--- config.mk ---
export PLATFORM = sky130hd
export DESIGN_NAME = cnn_stream_sequencer_flat
export DESIGN_NICKNAME = d
export VERILOG_FILES = /design/src/rtl/cnn_stream_sequencer_if.sv /design/src/rtl/cnn_stream_sequencer.sv /design/src/flat_wrapper.sv
export SDC_FILE = /design/constraint.sdc
export NUM_CORES = 1
export LEC_CHECK = 0
export CAP_MARGIN = 20
export CORE_MARGIN = 2
export CORE_UTILIZATION = 50
export DETAILED_ROUTE_END_ITERATION = 8
export GPL_ROUTABILITY_DRIVEN = 0
export PLACE_DENSITY = 0.95
export REMOVE_ABC_BUFFERS = 1
export SKIP_LAST_GASP = 1
export SLEW_MARGIN = 40
export SYNTH_ARGS = -nofsm -noshare
export SYNTH_HDL_FRONTEND = slang
export SYNTH_SLANG_ARGS = --single-unit
export TNS_END_PERCENT = 30
--- constraint.sdc ---
create_clock -name clock -period 3.6 [get_ports clock]
set_input_delay 0.72 -clock clock [delete_from_list [all_inputs] [get_ports clock]]
set_output_delay 0.72 -clock clock [all_outputs]
set_load 0.1 [all_outputs]
--- src/rtl/cnn_stream_sequencer_if.sv ---
// ---------------------------------------------------------------------------
// cnn_stream_sequencer_if
// Bundles the host word stream, the pipeline handshake and the sequencer
// status outputs.
//   master : host/pipeline side (drives in_data, in_valid, pipe_stall, frame_done)
//   slave  : sequencer side (drives upstream_stall, pipe_*, cur_tag,
//            frames_in_flight, err_format)
// ---------------------------------------------------------------------------
interface cnn_stream_sequencer_if #(
    parameter int MAX_FRAMES_IN_FLIGHT = 2
);
    logic [31:0] in_data;
    logic        in_valid;
    logic        upstream_stall;
    logic [31:0] pipe_data;
    logic        pipe_valid;
    logic        pipe_stall;
    logic        pipe_flush;
    logic        frame_done;
    logic [5:0]  cur_tag;
    logic [$clog2(MAX_FRAMES_IN_FLIGHT+1)-1:0] frames_in_flight;
    logic        err_format;

    modport master (
        output in_data, in_valid, pipe_stall, frame_done,
        input  upstream_stall, pipe_data, pipe_valid, pipe_flush,
               cur_tag, frames_in_flight, err_format
    );

    modport slave (
        input  in_data, in_valid, pipe_stall, frame_done,
        output upstream_stall, pipe_data, pipe_valid, pipe_flush,
               cur_tag, frames_in_flight, err_format
    );
endinterface

--- src/rtl/cnn_stream_sequencer.sv ---
// ---------------------------------------------------------------------------
// cnn_stream_sequencer
// Front-end controller between the host word stream and the CNN pipeline.
// Decodes the control bits of each word, runs flush commands, tracks the
// row/column position within a frame, limits resident frames with a credit
// count and flags malformed streams.
//
// Ports:
//   clock  : rising-edge clock
//   reset  : asynchronous, active-low
//   bus    : cnn_stream_sequencer_if.slave
//            in_data/in_valid/upstream_stall     host word stream
//            pipe_data/pipe_valid/pipe_stall     single-register output stage
//            pipe_flush                          pipeline clear pulse
//            frame_done                          frame retired by the pipeline
//            cur_tag/frames_in_flight/err_format status
//
// Build option: define SEQ_FORMAT_CHECK_EN to build the frame-last and tag
// checks; otherwise err_format is tied low.
// ---------------------------------------------------------------------------
module cnn_stream_sequencer #(
    parameter int IMG_WIDTH            = 28,
    parameter int IMG_HEIGHT           = 28,
    parameter int VALUES_PER_WORD      = 1,
    parameter int MAX_FRAMES_IN_FLIGHT = 2,
    parameter int FLUSH_CYCLES         = 4
) (
    input  logic                  clock,
    input  logic                  reset,
    cnn_stream_sequencer_if.slave bus
);
    localparam int WPR = (IMG_WIDTH + VALUES_PER_WORD - 1) / VALUES_PER_WORD;
    localparam int CW  = $clog2(WPR + 1);
    localparam int RW  = $clog2(IMG_HEIGHT + 1);
    localparam int FW  = $clog2(MAX_FRAMES_IN_FLIGHT + 1);
    localparam int FCW = $clog2(FLUSH_CYCLES + 1);

    localparam logic [0:0] ST_RUN   = 1'b0;
    localparam logic [0:0] ST_FLUSH = 1'b1;

    logic [0:0]    r_state;
    logic [FCW-1:0] r_flush_cnt;
    logic [CW-1:0] r_col;
    logic [RW-1:0] r_row;
    logic [FW-1:0] r_fif;
    logic [5:0]    r_cur_tag;
    logic [31:0]   r_pipe_data;
    logic          r_pipe_valid;
    logic          r_err;

    logic w_flushing, w_at_start, w_full, w_stall, w_accept;
    logic w_flush_cmd, w_data_acc, w_col_last, w_row_last, w_inc, w_dec;

    assign w_flushing  = (r_state == ST_FLUSH);
    assign w_at_start  = (r_row == '0) && (r_col == '0);
    assign w_full      = (r_fif == FW'(MAX_FRAMES_IN_FLIGHT));
    // Flush words bypass the credit stall so a stuck stream can always be cleared.
    assign w_stall     = w_flushing
                       || (r_pipe_valid && bus.pipe_stall)
                       || (w_at_start && w_full && !bus.in_data[31]);
    assign w_accept    = bus.in_valid && !w_stall;
    assign w_flush_cmd = w_accept &&  bus.in_data[31];
    assign w_data_acc  = w_accept && !bus.in_data[31];
    assign w_col_last  = (r_col == CW'(WPR - 1));
    assign w_row_last  = (r_row == RW'(IMG_HEIGHT - 1));
    assign w_inc       = w_data_acc && w_at_start;
    // A retire at zero credits or during flush has nothing to retire.
    assign w_dec       = bus.frame_done && (r_fif != '0) && !w_flushing;

    // State and flush length counter
    always_ff @(posedge clock or negedge reset) begin
        if (!reset) begin
            r_state     <= ST_RUN;
            r_flush_cnt <= '0;
        end else if (w_flush_cmd) begin
            r_state     <= ST_FLUSH;
            r_flush_cnt <= FCW'(FLUSH_CYCLES - 1);
        end else if (w_flushing) begin
            if (r_flush_cnt == '0) r_state     <= ST_RUN;
            else                   r_flush_cnt <= r_flush_cnt - 1'b1;
        end
    end

    // Output register; a flush discards any word still held here.
    always_ff @(posedge clock or negedge reset) begin
        if (!reset) begin
            r_pipe_data  <= '0;
            r_pipe_valid <= 1'b0;
        end else if (w_flushing || w_flush_cmd) begin
            r_pipe_valid <= 1'b0;
        end else if (w_data_acc) begin
            r_pipe_data  <= {1'b0, bus.in_data[30:0]};
            r_pipe_valid <= 1'b1;
        end else if (!bus.pipe_stall) begin
            r_pipe_valid <= 1'b0;
        end
    end

    // Position and credit tracking
    always_ff @(posedge clock or negedge reset) begin
        if (!reset) begin
            r_row <= '0;
            r_col <= '0;
            r_fif <= '0;
        end else if (w_flushing || w_flush_cmd) begin
            r_row <= '0;
            r_col <= '0;
            r_fif <= '0;
        end else begin
            if (w_data_acc) begin
                if (w_col_last) begin
                    r_col <= '0;
                    r_row <= w_row_last ? '0 : r_row + 1'b1;
                end else begin
                    r_col <= r_col + 1'b1;
                end
            end
            case ({w_inc, w_dec})
                2'b10:   r_fif <= r_fif + 1'b1;
                2'b01:   r_fif <= r_fif - 1'b1;
                default: r_fif <= r_fif;
            endcase
        end
    end

    always_ff @(posedge clock or negedge reset) begin
        if (!reset)     r_cur_tag <= '0;
        else if (w_inc) r_cur_tag <= bus.in_data[29:24];
    end

`ifdef SEQ_FORMAT_CHECK_EN
    logic w_bad_last, w_bad_tag;
    assign w_bad_last = bus.in_data[30] != (w_row_last && w_col_last);
    // The start word defines the frame tag, so only later words are compared.
    assign w_bad_tag  = !w_at_start && (bus.in_data[29:24] != r_cur_tag);

    always_ff @(posedge clock or negedge reset) begin
        if (!reset)                                         r_err <= 1'b0;
        else if (w_flushing || w_flush_cmd)                 r_err <= 1'b0;
        else if (w_data_acc && (w_bad_last || w_bad_tag))   r_err <= 1'b1;
    end
`else
    assign r_err = 1'b0;
`endif

    assign bus.upstream_stall   = w_stall;
    assign bus.pipe_data        = r_pipe_data;
    assign bus.pipe_valid       = r_pipe_valid;
    assign bus.pipe_flush       = w_flushing;
    assign bus.cur_tag          = r_cur_tag;
    assign bus.frames_in_flight = r_fif;
    assign bus.err_format       = r_err;
endmodule

--- src/flat_wrapper.sv ---
// flat-port wrapper written by rule: the top's interface ports become plain ports
module cnn_stream_sequencer_flat 
#(
    parameter int IMG_WIDTH            = 28,
    parameter int IMG_HEIGHT           = 28,
    parameter int VALUES_PER_WORD      = 1,
    parameter int MAX_FRAMES_IN_FLIGHT = 2,
    parameter int FLUSH_CYCLES         = 4
)
  (clock, reset, bus_in_data, bus_in_valid, bus_pipe_stall, bus_frame_done, bus_upstream_stall, bus_pipe_data, bus_pipe_valid, bus_pipe_flush, bus_cur_tag, bus_frames_in_flight, bus_err_format);
  cnn_stream_sequencer_if #(.MAX_FRAMES_IN_FLIGHT(MAX_FRAMES_IN_FLIGHT)) bus_i ();
  input  logic clock;
  input  logic reset;
  input wire logic [$bits(bus_i.in_data)-1:0] bus_in_data;
  input wire logic [$bits(bus_i.in_valid)-1:0] bus_in_valid;
  input wire logic [$bits(bus_i.pipe_stall)-1:0] bus_pipe_stall;
  input wire logic [$bits(bus_i.frame_done)-1:0] bus_frame_done;
  output wire logic [$bits(bus_i.upstream_stall)-1:0] bus_upstream_stall;
  output wire logic [$bits(bus_i.pipe_data)-1:0] bus_pipe_data;
  output wire logic [$bits(bus_i.pipe_valid)-1:0] bus_pipe_valid;
  output wire logic [$bits(bus_i.pipe_flush)-1:0] bus_pipe_flush;
  output wire logic [$bits(bus_i.cur_tag)-1:0] bus_cur_tag;
  output wire logic [$bits(bus_i.frames_in_flight)-1:0] bus_frames_in_flight;
  output wire logic [$bits(bus_i.err_format)-1:0] bus_err_format;
  assign bus_i.in_data = bus_in_data;
  assign bus_i.in_valid = bus_in_valid;
  assign bus_i.pipe_stall = bus_pipe_stall;
  assign bus_i.frame_done = bus_frame_done;
  assign bus_upstream_stall = bus_i.upstream_stall;
  assign bus_pipe_data = bus_i.pipe_data;
  assign bus_pipe_valid = bus_i.pipe_valid;
  assign bus_pipe_flush = bus_i.pipe_flush;
  assign bus_cur_tag = bus_i.cur_tag;
  assign bus_frames_in_flight = bus_i.frames_in_flight;
  assign bus_err_format = bus_i.err_format;
  cnn_stream_sequencer #(.IMG_WIDTH(IMG_WIDTH), .IMG_HEIGHT(IMG_HEIGHT), .VALUES_PER_WORD(VALUES_PER_WORD), .MAX_FRAMES_IN_FLIGHT(MAX_FRAMES_IN_FLIGHT), .FLUSH_CYCLES(FLUSH_CYCLES)) u_core (.clock(clock), .reset(reset), .bus(bus_i));
endmodule
==> flow_summary_export.csv <==
group,metric,value,unit
status,status,"finished, final reports clean",
yosys,synthTopCellsByArea,"dfrtp_1, mux2_2, mux2_4, ha_1, inv_1",
yosys,ys_ff_latch,54,
global_routing,antenna_found_initial,0,
yosys,avgSynthCellArea,12.6,um^2
worst_setup_path,endpoint_kind,"primary output",
clocking,cts_made_buffers,5,
yosys,yosysTopAreaCellShare,0.535,
placed_design,dpl.hpwl,3920,um
routing,totalWireLength,5210,um
routing,drc_errors,0,
global_routing,grt_pass1_vias,1923,
floorplanning,io_pins,81,
clocking,cts-resized-gates,0,
yosys,synth_most_common_cell,"dfrtp_1",
yosys,yosysTopAreaCell,"dfrtp_1",
sta,fin_skew,0.00852,ns
yosys,yosysSeqAreaShare,0.535,
routing,ant_nets,0,
yosys,synth_edf_count,0,
routing,vias,1854,
clocking,post-cts-setup-buffers,0,
routing,detail_route.vias_per_cell,5.36,
routing,firstDrtPassIters,4,
yosys,ys_warn_count,0,
yosys,ys.flop_type,"dfrtp_1",
yosys,syn_area,0.00252,mm^2
sta,final.min_clock_period,2.88,ns
placed_design,port_buffers,78,
sta,rsz0062_at_grt,"false",
clocking,cts_tree,"yes",
clocking,h-tree-depth,2,
clocking,cts_buffer_depth,2,
sta,setup_viol,0,
clocking,clkLatencyLatePin,0.30,ns
routing,wl_per_cell,15.1,um
sta,finalSetupTns,0,ns
layout,drive_above_1_share,0.348,
global_routing,grt.total_usage,0.199,
sta,drv_slew,0,
clocking,cts-root-buf,"clkbuf_8",
sta,worst_pin_slew,0.521,ns
worst_setup_path,critical_path.max_fanout,8,
layout,syn_to_final_growth,27.9,%
floorplanning,coreArea,0.00479,mm^2
run,maxCapViolations,0,
global_routing,overflow,0,
routing,initialDrtViolationCount,58,
yosys,yosysUniqueCellTypes,44,
global_routing,grt_pass1_wl,8660,um
layout,fin_nets,321,
hold_path,hold_path_class,"in -> async",
layout,diodes,0,
floorplanning,die_w,75.0,um
yosys,synthArstFlopShare,1.00,
yosys,synthCells,200,
floorplanning,core.rowCount,25,
sta,hold_violations,0,
sta,max_freq,347,MHz
worst_setup_path,worstPathRequired,2.88,ns
yosys,synth_common_cells,"dfrtp_1, mux2_2, inv_1, nand2_1, mux2_4",
sta,min_period_over_period,0.800,
floorplanning,die_area,0.00563,mm^2
clocking,clkSinkCount,54,
clocking,cts.clk_slew.worst_paths,0.10,ns
clocking,ctsHoldBuffers,0,
floorplanning,start_util,0.527,
worst_setup_path,worst_ep_arrival_time,2.16,ns
global_routing,grt_max_degree,34,
floorplanning,die_h,75.0,um
worst_setup_path,start_kind,"input pin",
sta,slew-limit-headroom,0.651,
worst_setup_path,path_class,"in -> out",
## critical path: stages
cell	delay [ns]
clkdlybuf4s50_1	0.56
nor3b_1	0.33
nand3_2	0.17
nand3b_1	0.18
buf_12	0.19
## worst paths after layout
path                                             to                startpoint  slack [ns]  depth (start not counted)
max                              bus_upstream_stall           bus_in_data[31]        0.72                          5
min                        u_core.bus.pipe_data[20]                     reset        0.37                          1
max reg2reg                u_core.bus.pipe_data[13]     u_core.bus.pipe_flush        1.43                          4
min reg2reg                u_core.bus.pipe_data[14]  u_core.bus.pipe_data[14]        0.51                          1
max in group asynchronous  u_core.bus.pipe_data[26]                     reset        2.43                          2
min in group clock         u_core.bus.pipe_data[14]  u_core.bus.pipe_data[14]        0.51                          1
## cells in the final DEF, fill, tap and decap left out, drive strengths merged, types with 2 or more instances in the layout
cell / Yosys / routed
dfrtp: 54 / 54
buf: 6 / 44
mux2: 38 / 38
clkdlybuf4s50: 0 / 35
inv: 11 / 12
nand2: 10 / 10
nand3: 7 / 7
ha: 6 / 6
nand4: 5 / 5
clkbuf: 3 / 5
nor2b: 4 / 4
o21ai: 4 / 4
a21oi: 4 / 4
a31oi: 4 / 4
and2: 4 / 4
nor3: 4 / 4
nand2b: 3 / 3
nor2: 3 / 3
a211oi: 3 / 3
o22ai: 3 / 3
a22o: 3 / 3
nor3b: 2 / 2
nor4b: 2 / 2
nand3b: 2 / 2
and4b: 2 / 2
conb: 1 / 2
clkinv: 0 / 2
## cell families after synthesis
group,share of synthesized area
AO/OA/AOI/OAI,0.0749
XOR/XNOR,0.00347
adder cells (fa/ha/maj),0.0297
buffers and inverters,0.0411
flip-flops,0.535
multiplexers,0.184
other,0.00149
AND/OR/NAND/NOR,0.130
## state kept, by name, indices dropped and copies added, names as in the netlist
name	flops
u_core.bus.frames_in_flight	2
u_core.r_flush_cnt	3
u_core.r_col	5
u_core.bus.cur_tag	6
u_core.bus.pipe_flush	1
u_core.bus.pipe_data	31
u_core.r_row	5
u_core.bus.pipe_valid	1
## layout make-up
class / count / area, um^2
flip-flops and latches: 54 / 1350
clock inverters: 3 / 18.8
well taps: 67 / 83.8
multi-input cells: 127 / 1070
inverters: 11 / 41.3
repair buffers: 79 / 591
fillers: 394 / 1560
clock buffers: 5 / 68.8
## per-stage QoR
| stage | setup WS [ns] | instances | util | instance area, um^2 | hold WS (ns) |
|---|---|---|---|---|---|
| after global placement | 0.757 | 338 | 0.698 | 3340 | 0.487 |
| after global routing | 0.577 | 346 | 0.674 | 3230 | 0.396 |
| after floorplan | 0.661 | 192 | - | 2460 | 0.424 |
| final | 0.718 | 346 | 0.674 | 3230 | 0.371 |
| after CTS | 0.741 | 346 | 0.674 | 3230 | 0.387 |
| after detailed placement | 0.746 | 338 | 0.656 | 3140 | 0.489 |
## routing by layer
metal  vias up  track usage  share of wire
li1        869            -              -
met4         0       0.0516         0.0081
met5         -            0              0
met1       920        0.255           0.42
met2        58        0.336           0.51
met3         7       0.0535          0.057
Power is not shown: default switching activity piles up to over one toggle a cycle in this logic, so the estimate is an artifact.
